$ cat config.mk
export PLATFORM = sky130hd
export DESIGN_NAME = waterloo_text_sequencer
export DESIGN_NICKNAME = d
export VERILOG_FILES = /design/src/rtl/waterloo_text_sequencer.sv
export SDC_FILE = /design/constraint.sdc
export NUM_CORES = 1
export LEC_CHECK = 0
export BUFFER_PORTS_ARGS = -buffer_cell sky130_fd_sc_hd__buf_2
export CAP_MARGIN = 20
export CORE_MARGIN = 4
export CORE_UTILIZATION = 55
export DETAILED_ROUTE_END_ITERATION = 8
export GPL_TIMING_DRIVEN = 0
export PLACE_DENSITY = 0.77
export SYNTH_ARGS = -nofsm -noshare
export SYNTH_HDL_FRONTEND = slang
export SYNTH_SLANG_ARGS = --single-unit
$ cat constraint.sdc
create_clock -name clk -period 4 [get_ports clk]
set_input_delay 0.2 -clock clk [delete_from_list [all_inputs] [get_ports clk]]
set_output_delay 0.2 -clock clk [all_outputs]
set_load 0.01 [all_outputs]
$ cat src/rtl/waterloo_text_sequencer.sv
// Frame-synchronous animation controller for the WATERLOO ENG overlay:
// looping typewriter reveal, hold, blink and blank gap, updated only on frame_tick.
module waterloo_text_sequencer #(
    parameter int NUM_CHARS       = 12,
    parameter int FRAMES_PER_CHAR = 6,
    parameter int HOLD_FRAMES     = 120,
    parameter int BLINK_FRAMES    = 15,
    parameter int BLINK_TOGGLES   = 6,
    parameter int GAP_FRAMES      = 30
) (
    input  logic       clk,
    input  logic       rst_n,
    input  logic       frame_tick,
    input  logic       enable,
    input  logic       restart,
    output logic [3:0] visible_chars,
    output logic       text_visible,
    output logic       cycle_done,
    output logic [2:0] phase
);

    localparam int MAX_AB     = (FRAMES_PER_CHAR > HOLD_FRAMES) ? FRAMES_PER_CHAR : HOLD_FRAMES;
    localparam int MAX_CD     = (BLINK_FRAMES > GAP_FRAMES) ? BLINK_FRAMES : GAP_FRAMES;
    localparam int MAX_FRAMES = (MAX_AB > MAX_CD) ? MAX_AB : MAX_CD;
    localparam int FC_W       = $clog2(MAX_FRAMES) + 1;
    localparam int TC_W       = $clog2(BLINK_TOGGLES) + 1;

    localparam logic [FC_W-1:0] CHAR_LAST  = FC_W'(FRAMES_PER_CHAR - 1);
    localparam logic [FC_W-1:0] HOLD_LAST  = FC_W'(HOLD_FRAMES - 1);
    localparam logic [FC_W-1:0] BLINK_LAST = FC_W'(BLINK_FRAMES - 1);
    localparam logic [FC_W-1:0] GAP_LAST   = FC_W'(GAP_FRAMES - 1);
    localparam logic [TC_W-1:0] TOG_LAST   = TC_W'(BLINK_TOGGLES - 1);
    localparam logic [3:0]      CHAR_FINAL = 4'(NUM_CHARS - 1);

    typedef enum logic [2:0] {
        IDLE   = 3'd0,
        REVEAL = 3'd1,
        HOLD   = 3'd2,
        BLINK  = 3'd3,
        GAP    = 3'd4
    } state_t;

    state_t          state;
    logic [FC_W-1:0] frame_cnt;
    logic [TC_W-1:0] toggle_cnt;
    logic            restart_pend;

    assign phase = state;

    always_ff @(posedge clk or negedge rst_n) begin
        if (!rst_n) begin
            state         <= IDLE;
            visible_chars <= 4'd0;
            text_visible  <= 1'b0;
            cycle_done    <= 1'b0;
            frame_cnt     <= '0;
            toggle_cnt    <= '0;
            restart_pend  <= 1'b0;
        end else begin
            cycle_done <= 1'b0;
            if (frame_tick) begin
                restart_pend <= 1'b0;
                if (!enable) begin
                    state         <= IDLE;
                    visible_chars <= 4'd0;
                    text_visible  <= 1'b0;
                    frame_cnt     <= '0;
                end else if (restart_pend || restart) begin
                    state         <= REVEAL;
                    visible_chars <= 4'd0;
                    text_visible  <= 1'b1;
                    frame_cnt     <= '0;
                end else begin
                    case (state)
                        IDLE: begin
                            state         <= REVEAL;
                            visible_chars <= 4'd0;
                            text_visible  <= 1'b1;
                            frame_cnt     <= '0;
                        end
                        REVEAL: begin
                            if (frame_cnt == CHAR_LAST) begin
                                frame_cnt     <= '0;
                                visible_chars <= visible_chars + 4'd1;
                                if (visible_chars == CHAR_FINAL) state <= HOLD;
                            end else begin
                                frame_cnt <= frame_cnt + 1'b1;
                            end
                        end
                        HOLD: begin
                            if (frame_cnt == HOLD_LAST) begin
                                state      <= BLINK;
                                frame_cnt  <= '0;
                                toggle_cnt <= '0;
                            end else begin
                                frame_cnt <= frame_cnt + 1'b1;
                            end
                        end
                        BLINK: begin
                            if (frame_cnt == BLINK_LAST) begin
                                frame_cnt  <= '0;
                                toggle_cnt <= toggle_cnt + 1'b1;
                                // The final toggle lands in GAP rather than flipping visibility
                                if (toggle_cnt == TOG_LAST) begin
                                    state         <= GAP;
                                    text_visible  <= 1'b0;
                                    visible_chars <= 4'd0;
                                end else begin
                                    text_visible <= ~text_visible;
                                end
                            end else begin
                                frame_cnt <= frame_cnt + 1'b1;
                            end
                        end
                        GAP: begin
                            if (frame_cnt == GAP_LAST) begin
                                state        <= REVEAL;
                                frame_cnt    <= '0;
                                text_visible <= 1'b1;
                                cycle_done   <= 1'b1;
                            end else begin
                                frame_cnt <= frame_cnt + 1'b1;
                            end
                        end
                        default: begin
                            state         <= IDLE;
                            visible_chars <= 4'd0;
                            text_visible  <= 1'b0;
                            frame_cnt     <= '0;
                        end
                    endcase
                end
            end else if (restart) begin
                restart_pend <= 1'b1;
            end
        end
    end

endmodule
==> results.md, run 1 <==
Die:
- The die covers 0.00362 sq mm.
- After floorplanning, the core was sized to cover 0.00254 sq mm.
- In this run the horizontal extent of the chip is 60.2 microns.
- The floorplan step set the die height to 60.2 microns.
- Once the floorplan was initialized, standard cells occupied 58.8% of the core.
- The total I/O pin count is 14.
- The floorplan has 18 rows.

Clock tree:
- The clock tree buffer depth is 2.
- The CTS tree is built.
- Once the clock tree was built, the setup fixing pass inserted 0 buffers.
- After clock tree synthesis, the clock-pin slew on the worst setup and hold paths is 0.12 ns.
- The number of levels the H-tree was split into is 1.
- In this run, post-CTS repair resized a total of 0 instances.
- The number of clock buffers inserted by TritonCTS is 3.
- At the later pin of the worst-skew pair, clock insertion delay measures 0.31 ns.
- The clock net in this run drives a total of 22 sinks.
- The clock root buffer is clkbuf_4.

Route:
- The total via count in the routed design is 1375.
- In this run the remaining antenna-violating nets after routing total 0.
- In the routed design, unresolved DRC markers number 0.
- The post-detailed-route wirelength per cell is 14.9 microns.
- The first routing iteration left 53 violations.
- The iteration count of the initial detailed-routing pass is 4.
- The detail-routed via count per cell is 6.28.
- For this block, the routed nets add up to 3270 microns of wire.

Timing:
- Setup repair after global routing left no endpoint under its margin.
- The max-slew headroom at the worst pin is 65.8%.
- The number of slew-limit violations in the final report came to 0.
- The post-layout minimum cycle time is 2.37 ns.
- The share of the cycle needed by the critical path after routing is 59.2%.
- Setup total negative slack on the finished layout was measured at 0 ns.
- At the pin with the least slew margin, the transition time is 0.513 ns.
- The setup violation total in the final timing report is 0.
- Timing would allow up to 0.422 GHz.
- Between clock sinks in the finished design, the worst skew comes to 0.00392 ns.
- The number of endpoints with negative hold slack in the final report is 0.
- The worst path setup slack after routing is 1.63 ns.

Placed design:
- The placer's final routability congestion estimate is 0.971.
- The HPWL reported at the end of detailed placement is 2490 microns.
- The number of buffers added on ports is 12.
- Before CTS, the worst setup slack after placement is 1.63 ns.

Logic synthesis:
- dfrtp_1 takes more of the synthesized area than any other cell.
- For this run, asynchronously set or reset flops after synthesis account for 100%.
- In the synthesized netlist the dominant register cell turns out to be dfrtp_1.
- The count of cell types in the netlist is 49.
- The mean post-synth cell area is 8.70 sq um.
- The share of synthesized area occupied by flip-flops and latches is 36.8%.
- The number of flip-flops and latches in the synthesized netlist is 22.
- Yosys attributes the largest share of cell area to dfrtp_1, o21ai_0, nand2_1.
- When the netlist entered floorplanning its net count stood at 183.
- The number of warnings printed during yosys synthesis is 0.
- The cell area that synthesis handed to floorplanning was 0.00150 sq mm.
- The number of enable-type register cells in the synthesized netlist is 0.
- The number of instances in the synthesized netlist is 172.
- The share of the synthesized area in the top cell type is 36.8%.

Finish:
- Compared with the post-synthesis result, the final layout area differs by 9.62%.
- In the final design database the tool counted 201 nets.
- The sequential cells in the finished layout cover a total of 551 sq um.
- The fraction of final layout cells with drive strength greater than 1 is 15.9%.
- The count of antenna diodes in the layout is 0.
- The filler cell count in the final layout is 216.
- The multi-input combinational cells in the finished layout cover a total of 875 sq um.

Pwr:
- The power per standard cell area is 274 mW/mm^2.
- The analysis attributes to cell leakage a power of 0.706 nW.
- The design draws 0.449 mW.
- The maximum VDD drop is 0.202 mV.

GRT:
- Across every metal layer, demand over resource in global routing totals 19.5%.
- The routing usage on met3 is 2.16%.
- The total congestion overflow after global routing is 0.
- The layer flagged by global routing as most heavily used is met2.
- In the global route stage, met1 resource usage came out at 28.1%.
- The initial antenna violation count is 0.
- For this run, global-route usage on met2 was measured as 30.7%.
- The number of global-route vias before repair is 1254.
- Entering global routing, the biggest net connects 23 pins.
- The first-pass GRT wire length is 5410 microns.

Critical path:
- On the worst path, the slowest cell contributes a delay of 0.47 ns.
- The launching point of the worst reg2reg path is frame_cnt[1].
- The slowest library cell on the worst path is or4_1.
- The endpoint kind of the worst setup timing path is a flip-flop.
- The type of the setup path with the least slack is reg -> reg.
- The maximum fanout along the worst path is 4.
- Walking the worst path, the cells encountered are inv_1, ha_1, or3b_4, a2111oi_4, a21oi_2, or4_1, nor2_1, a211oi_1.
- The startpoint class of the critical path is a flip-flop.
- Broken down by cell family, the worst path's largest delay share belongs to simple AND/OR/NAND/NOR gates.
- The register-to-register setup slack is 1.63 ns.
- The critical path buffer and inverter count is 1.
- STA puts the critical path data required time at 4.19 ns.
- The capture point of the worst reg-to-reg path is phase[0].
- The data arrival time of the critical path is 2.56 ns.
- Counting cells, the worst reg-to-reg path comes to 8.

Outcome:
- The flow ran to the end, and the final reports show no timing, DRC or antenna violations.

Min path:
- The worst hold path belongs to the class in -> reg.
- The worst-case hold path end point is text_visible.
- Counting instances, the worst hold path has a depth of 3.
- The startpoint identified for the worst hold timing path is enable.

Job:
- The tool flagged a number of max-cap violations equal to 0.
-- registers in the layout, indices dropped and copies added, names as in the netlist --
name           count
toggle_cnt         4
text_visible       1
frame_cnt          8
restart_pend       1
phase              3
visible_chars      4
cycle_done         1
-- area by class of cell --
cell class / instances / area share (%)
clock buffers: 4 / 2.21
plain buffers: 9 / 2.75
repair buffers: 13 / 4.27
multi-input cells: 134 / 53.3
well taps: 30 / 2.29
inverters: 7 / 1.60
flip-flops and latches: 22 / 33.6
-- metrics by stage --
step                      hold slack, ns  cells  util (%)  instance area (sq um)
after floorplan                  -0.0956    172         -                   1500
after global placement             0.188    214      62.6                   1590
after detailed placement           0.206    214      62.6                   1590
after CTS                          0.184    219      64.5                   1640
after global routing               0.236    219      64.5                   1640
final                              0.197    219      64.5                   1640
-- cell usage after synthesis (all sizes together), types with 3 or more instances --
cell,number
nor2,11
o211ai,3
o21ai,19
ha,6
inv,7
nand3,9
nand4,3
a21oi,7
nand2b,4
nor3,7
buf,5
dfrtp,22
nor3b,5
nand2,22
clkbuf,4
-- how the worst max path moves through the flow --
| stage | start | endpoint | slack, ns | cells past startpoint |
|---|---|---|---|---|
| final | frame_cnt[1] | phase[0] | 1.63 | 8 |
| after detailed placement | frame_cnt[1] | phase[0] | 1.63 | 8 |
| after floorplan | frame_cnt[1] | phase[0] | 1.82 | 8 |
| after global routing | frame_cnt[1] | phase[0] | 1.49 | 8 |
| after global placement | frame_cnt[1] | phase[0] | 1.69 | 8 |
| after CTS | frame_cnt[1] | phase[0] | 1.62 | 8 |
-- what timing repair did --
action,CTS,global route
hold endpoints to repair,22,0
endpoints found under the setup margin,0,0
hold buffers,1,0
-- cell families (layout without fill, tap and decap cells) --
group / count (synthesis) / count (layout) / synth area share [%]
compound gates: 48 / 48 / 23.2
xor+xnor: 3 / 3 / 1.76
fa+ha+maj: 6 / 6 / 5.02
buf+inv: 16 / 33 / 4.77
flops: 22 / 22 / 36.8
mux: 2 / 2 / 1.34
simple gates: 75 / 75 / 27.1
-- tightest hold or removal path, cell delays in order --
cell and delay (ns):
buf_2 0.13, o21ai_0 0.07, o21ai_0 0.08
-- routing by layer --
layer  vias to the layer above  routed length, microns
met3                         6                     235
met1                       657                    1520
met2                        55                    1480
met4                         0                      34
met5                         -                       0
li1                        657                       -
-- cell usage in the layout, fill, tap and decap left out, types with 6 or more instances in the layout --
master	Yosys	final
buf_2	3	15
dfrtp_1	22	22
ha_1	6	6
inv_1	7	7
nand2_1	22	22
nand3_1	9	9
nor2_1	11	11
nor3_1	6	6
o21ai_0	18	18
-- power breakdown --
part           internal, mW  total, mW  switching, mW
Clock                0.0556      0.123         0.0677
Sequential            0.229      0.237        0.00868
Combinational        0.0329     0.0883         0.0555
Total                 0.317      0.449          0.132
No activity file was read; power rests on OpenSTA's default activity.
==> run 2: changes to the inputs <==
--- a/config.mk
+++ b/config.mk
@@ -5,13 +5,14 @@
 export SDC_FILE = /design/constraint.sdc
 export NUM_CORES = 1
 export LEC_CHECK = 0
+export ABC_AREA = 1
 export BUFFER_PORTS_ARGS = -buffer_cell sky130_fd_sc_hd__buf_2
 export CAP_MARGIN = 20
 export CORE_MARGIN = 4
-export CORE_UTILIZATION = 55
+export CORE_UTILIZATION = 52
 export DETAILED_ROUTE_END_ITERATION = 8
 export GPL_TIMING_DRIVEN = 0
-export PLACE_DENSITY = 0.77
+export PLACE_DENSITY = 0.76
 export SYNTH_ARGS = -nofsm -noshare
 export SYNTH_HDL_FRONTEND = slang
 export SYNTH_SLANG_ARGS = --single-unit
==> constraint.sdc (replaced) <==
create_clock -name clk -period 2.1 [get_ports clk]
set_input_delay 0.105 -clock clk [delete_from_list [all_inputs] [get_ports clk]]
set_output_delay 0.105 -clock clk [all_outputs]
set_load 0.01 [all_outputs]
==> run 2 against run 1 <==
  * Register-to-register slack lost 1.1 ns
  * Power rose by 89%
  * Fmax up 47%
  * Sequential cell count unchanged
  * Hold slack worse by 0.12 ns
  * Sequential share of layout area grew 0.84 points
  * Final cell count up 8.7%
==> results.md, run 2 <==
Clock tree:
- The hold buffer count at CTS was 1 (unchanged).
- The number of levels the H-tree was split into is 1 (unchanged).
- The clock edge transition at the registers on the reported setup and hold paths is 0.12 ns (about the same).
- The number of clock sinks seen by CTS is 22 (unchanged).
- The clock latency of the later-clocked register in the worst-skew pair is 0.31 ns (about the same).
- The total of cells resized after clock tree synthesis came to 0 (unchanged).
- The CTS tree is built (unchanged).
- The buffer count from post-CTS setup fixing is 0 (unchanged).
- The number of clock buffers inserted by TritonCTS is 3 (unchanged).
- The clock root buffer is clkbuf_4 (unchanged).
- The clock tree buffer depth is 2 (unchanged).

Timing:
- The achievable clock frequency is 0.623 GHz (was 0.422 GHz).
- The max-slew headroom at the worst pin is 66.5% (was 65.8%).
- The worst path setup slack after routing is 0.494 ns (was 1.63 ns).
- The post-layout minimum cycle time came to 1.61 ns (was 2.37 ns).
- The number of endpoints with negative hold slack in the final report is 0 (unchanged).
- The share of the cycle needed by the critical path after routing is 76.5% (was 59.2%).
- Unrepaired setup endpoints after global routing: false (unchanged).
- The number of slew-limit violations in the final report is 0 (unchanged).
- The final-layout setup total negative slack is 0 ns (unchanged).
- The setup clock skew after layout is 0.00453 ns (was 0.00392 ns).
- The setup violation total in the final timing report was 0 (unchanged).
- The pin slew with the least headroom to its limit was 0.502 ns (was 0.513 ns).

Placed design:
- The HPWL reported at the end of detailed placement is 2240 microns (was 2490 microns).
- The worst setup timing slack at the placement stage is 0.539 ns (was 1.63 ns).
- The post-detailed-placement cell area came to 0.00155 sq mm (was 0.00159 sq mm).
- The number of buffers added on ports is 13 (was 12).
- The placer's final routability congestion estimate is 0.922 (was 0.971).
- The number of cells after detailed placement is 233 (was 214).

Logic synthesis:
- The dominant register cell in the synthesized netlist is dfrtp_1 (unchanged).
- The mean post-synth cell area is 7.64 sq um (was 8.70 sq um).
- Top cells by area in the synthesized netlist: dfrtp_1, nand2_1, inv_1 (was dfrtp_1, o21ai_0, nand2_1).
- Top post-synthesis cells by count: nand2_1, dfrtp_1, inv_1 (was dfrtp_1, nand2_1, o21ai_0).
- The number of warnings printed during yosys synthesis is 0 (unchanged).
- The post-synth design cell area is 0.00145 sq mm (was 0.00150 sq mm).
- The synthesized net count is 201 (was 183).
- The most frequent cell after synthesis is nand2_1.
- The number of enable-type register cells in the synthesized netlist was 0 (unchanged).
- The cell type contributing the most total cell area after synthesis is dfrtp_1 (unchanged).
- The share of synthesized area occupied by flip-flops and latches is 37.9% (was 36.8%).
- The number of instances in the synthesized netlist is 190 (was 172).
- The count of cell types in the netlist is 28 (was 49).
- The number of flip-flops and latches in the synthesized netlist is 22 (unchanged).
- The share of the synthesized area in the top cell type is 37.9% (was 36.8%).
- The share of synthesized flip-flops with an asynchronous set or reset is 100% (unchanged).

Finish:
- The largest register by flop count was frame_cnt (unchanged).
- The filler cell count in the final layout is 238 (was 216).
- The final design area excluding fillers is 0.00160 sq mm (was 0.00164 sq mm).
- The number of flip-flops under the largest register name is 8 (unchanged).
- Most frequent cells in the layout: nand2_1, dfrtp_1, inv_1 (was nand2_1, dfrtp_1, o21ai_0).
- The most frequent standard cell in the layout excluding fill and tap cells is nand2_1.
- The final net count came to 220 (was 201).
- The count of antenna diodes in the layout is 0 (unchanged).
- The filler-free cell count of the finished design came to 238 (was 219).
- The register area is 551 sq um (unchanged).
- The fraction of final layout cells with drive strength greater than 1 is 18.3% (was 15.9%).
- The combined area of the multi-input logic cells is 815 sq um (was 875 sq um).
- The fraction of the core area covered by cells at the end of the flow is 62.3% (was 64.5%).
- The area growth from synthesis to layout is 10.3% (was 9.62%).
- Largest registers: frame_cnt x8, toggle_cnt x4, visible_chars x4 (unchanged).

Route:
- The iteration count of the initial detailed-routing pass is 4 (unchanged).
- The final wirelength is 2830 microns (was 3270 microns).
- The number of DRC violations after detailed-routing iteration 0 is 78 (was 53).
- The post-detailed-route wirelength per cell is 11.9 microns (was 14.9 microns).
- The total via count in the routed design is 1272 (was 1375).
- The DRC violation count after routing is 0 (unchanged).
- The antenna violation net count after detailed routing is 0 (unchanged).
- The detail-routed via count per cell was 5.34 (was 6.28).

Critical path:
- The data arrival time of the critical path is 1.82 ns (was 2.56 ns).
- The data required time of the worst path is 2.31 ns (was 4.19 ns).
- The type of the setup path with the least slack is reg -> reg (unchanged).
- By instance count, the cell type seen most on the critical path is nand2_1.
- Critical path, cell by cell: ha_1, nand2_1, nor2_1, nand2_1, nand2_1, nand3_1, o31ai_1 (was inv_1, ha_1, or3b_4, a2111oi_4, a21oi_2, or4_1, nor2_1, a211oi_1).
- The maximum fanout along the worst path came to 6 (was 4).
- The endpoint kind of the worst setup timing path is a flip-flop (unchanged).
- The startpoint class of the critical path is a flip-flop (unchanged).
- The longest individual stage delay on the worst path was 0.45 ns (was 0.47 ns).
- The slowest library cell on the worst path is dfrtp_1 (was or4_1).

Die:
- The total I/O pin count is 14 (unchanged).
- The x dimension of the die is 60.8 microns (was 60.2 microns).
- The floorplan core area is 0.00257 sq mm (was 0.00254 sq mm).
- The initial standard-cell utilization of the core is 56.5% (was 58.8%).
- The full die area is 0.00370 sq mm (was 0.00362 sq mm).
- The die extent in y is 60.8 microns (was 60.2 microns).
- The total number of placement rows came to 18 (unchanged).

Pwr:
- The power per standard cell area is 531 mW/mm^2 (was 274 mW/mm^2).
- The maximum VDD drop is 0.558 mV (was 0.202 mV).
- The static leakage is 0.788 nW (was 0.706 nW).

GRT:
- The maximum number of pins on one net before global-route repair was 23 (unchanged).
- The total track usage is 16.9% (was 19.5%).
- The initial antenna violation count came to 0 (unchanged).
- The number of global-route vias before repair is 1245 (was 1254).
- The total congestion overflow after global routing was 0 (unchanged).
- The first-pass GRT wire length came to 4800 microns (was 5410 microns).

Outcome:
- Result of the run: finished clean (unchanged).

Job:
- The number of max-cap violations is 0 (unchanged).

Min path:
- The worst hold path class was in -> reg (unchanged).
[run 2: area by class of cell]
| type | count | area share, % |
|---|---|---|
| plain buffers | 1 | 0.469 |
| repair buffers | 14 | 4.69 |
| clock buffers | 4 | 2.27 |
| well taps | 30 | 2.35 |
| flip-flops and latches | 22 | 34.4 |
| inverters | 21 | 4.93 |
| multi-input cells | 146 | 50.9 |
[run 2: where the power goes]
part	internal, mW	switching [mW]
clock network	0.106	0.128
registers	0.441	0.0237
logic	0.0526	0.0976
total	0.600	0.249
[run 2: per-layer routing]
layer | wire (microns) | GRT usage [%] | up-vias
li1 | - | - | 653
met1 | 1330 | 20.3 | 598
met2 | 1380 | 30.1 | 17
met3 | 88 | 2.98 | 4
met4 | 26 | 6.19 | 0
met5 | 0 | 0 | -
[run 2: critical path: cells and delay by family (launching register included)]
kind	cells	cell delay, ns
and+or+nand+nor	5	0.55
DFF	1	0.45
AOI/OAI and AO/OA	1	0.26
adders and majority gates	1	0.25
[run 2: logic make-up (layout without fill, tap and decap cells)]
group                    after synthesis  in the layout  synth area share (%)
AO/OA/AOI/OAI                         21             21                  8.45
XOR/XNOR                               9              9                  5.43
adder cells (fa/ha/maj)                6              6                  5.17
buffers and inverters                 22             40                  5.95
flip-flops                            22             22                  37.9
AND/OR/NAND/NOR                      110            110                  37.1
[run 2: path summary, 6_finish.rpt]
check                                  start               end  slack (ns)  cells past startpoint
worst min register to register  text_visible      text_visible        0.52                      2
max in group asynchronous              rst_n      frame_cnt[7]        1.48                      2
worst min-delay path                 restart      restart_pend        0.07                      3
worst max register to register  frame_cnt[0]     toggle_cnt[1]        0.49                      7
worst max-delay path            frame_cnt[0]     toggle_cnt[1]        0.49                      7
min in group asynchronous              rst_n  visible_chars[2]        0.28                      2
[run 2: stage by stage]
step                      hold WS, ns  total power, mW
final                          0.0722            0.849
after global routing           0.0909            0.900
after CTS                      0.0679            0.857
after detailed placement       0.0973            0.622
after global placement         0.0907            0.617
after floorplan                -0.191            0.575
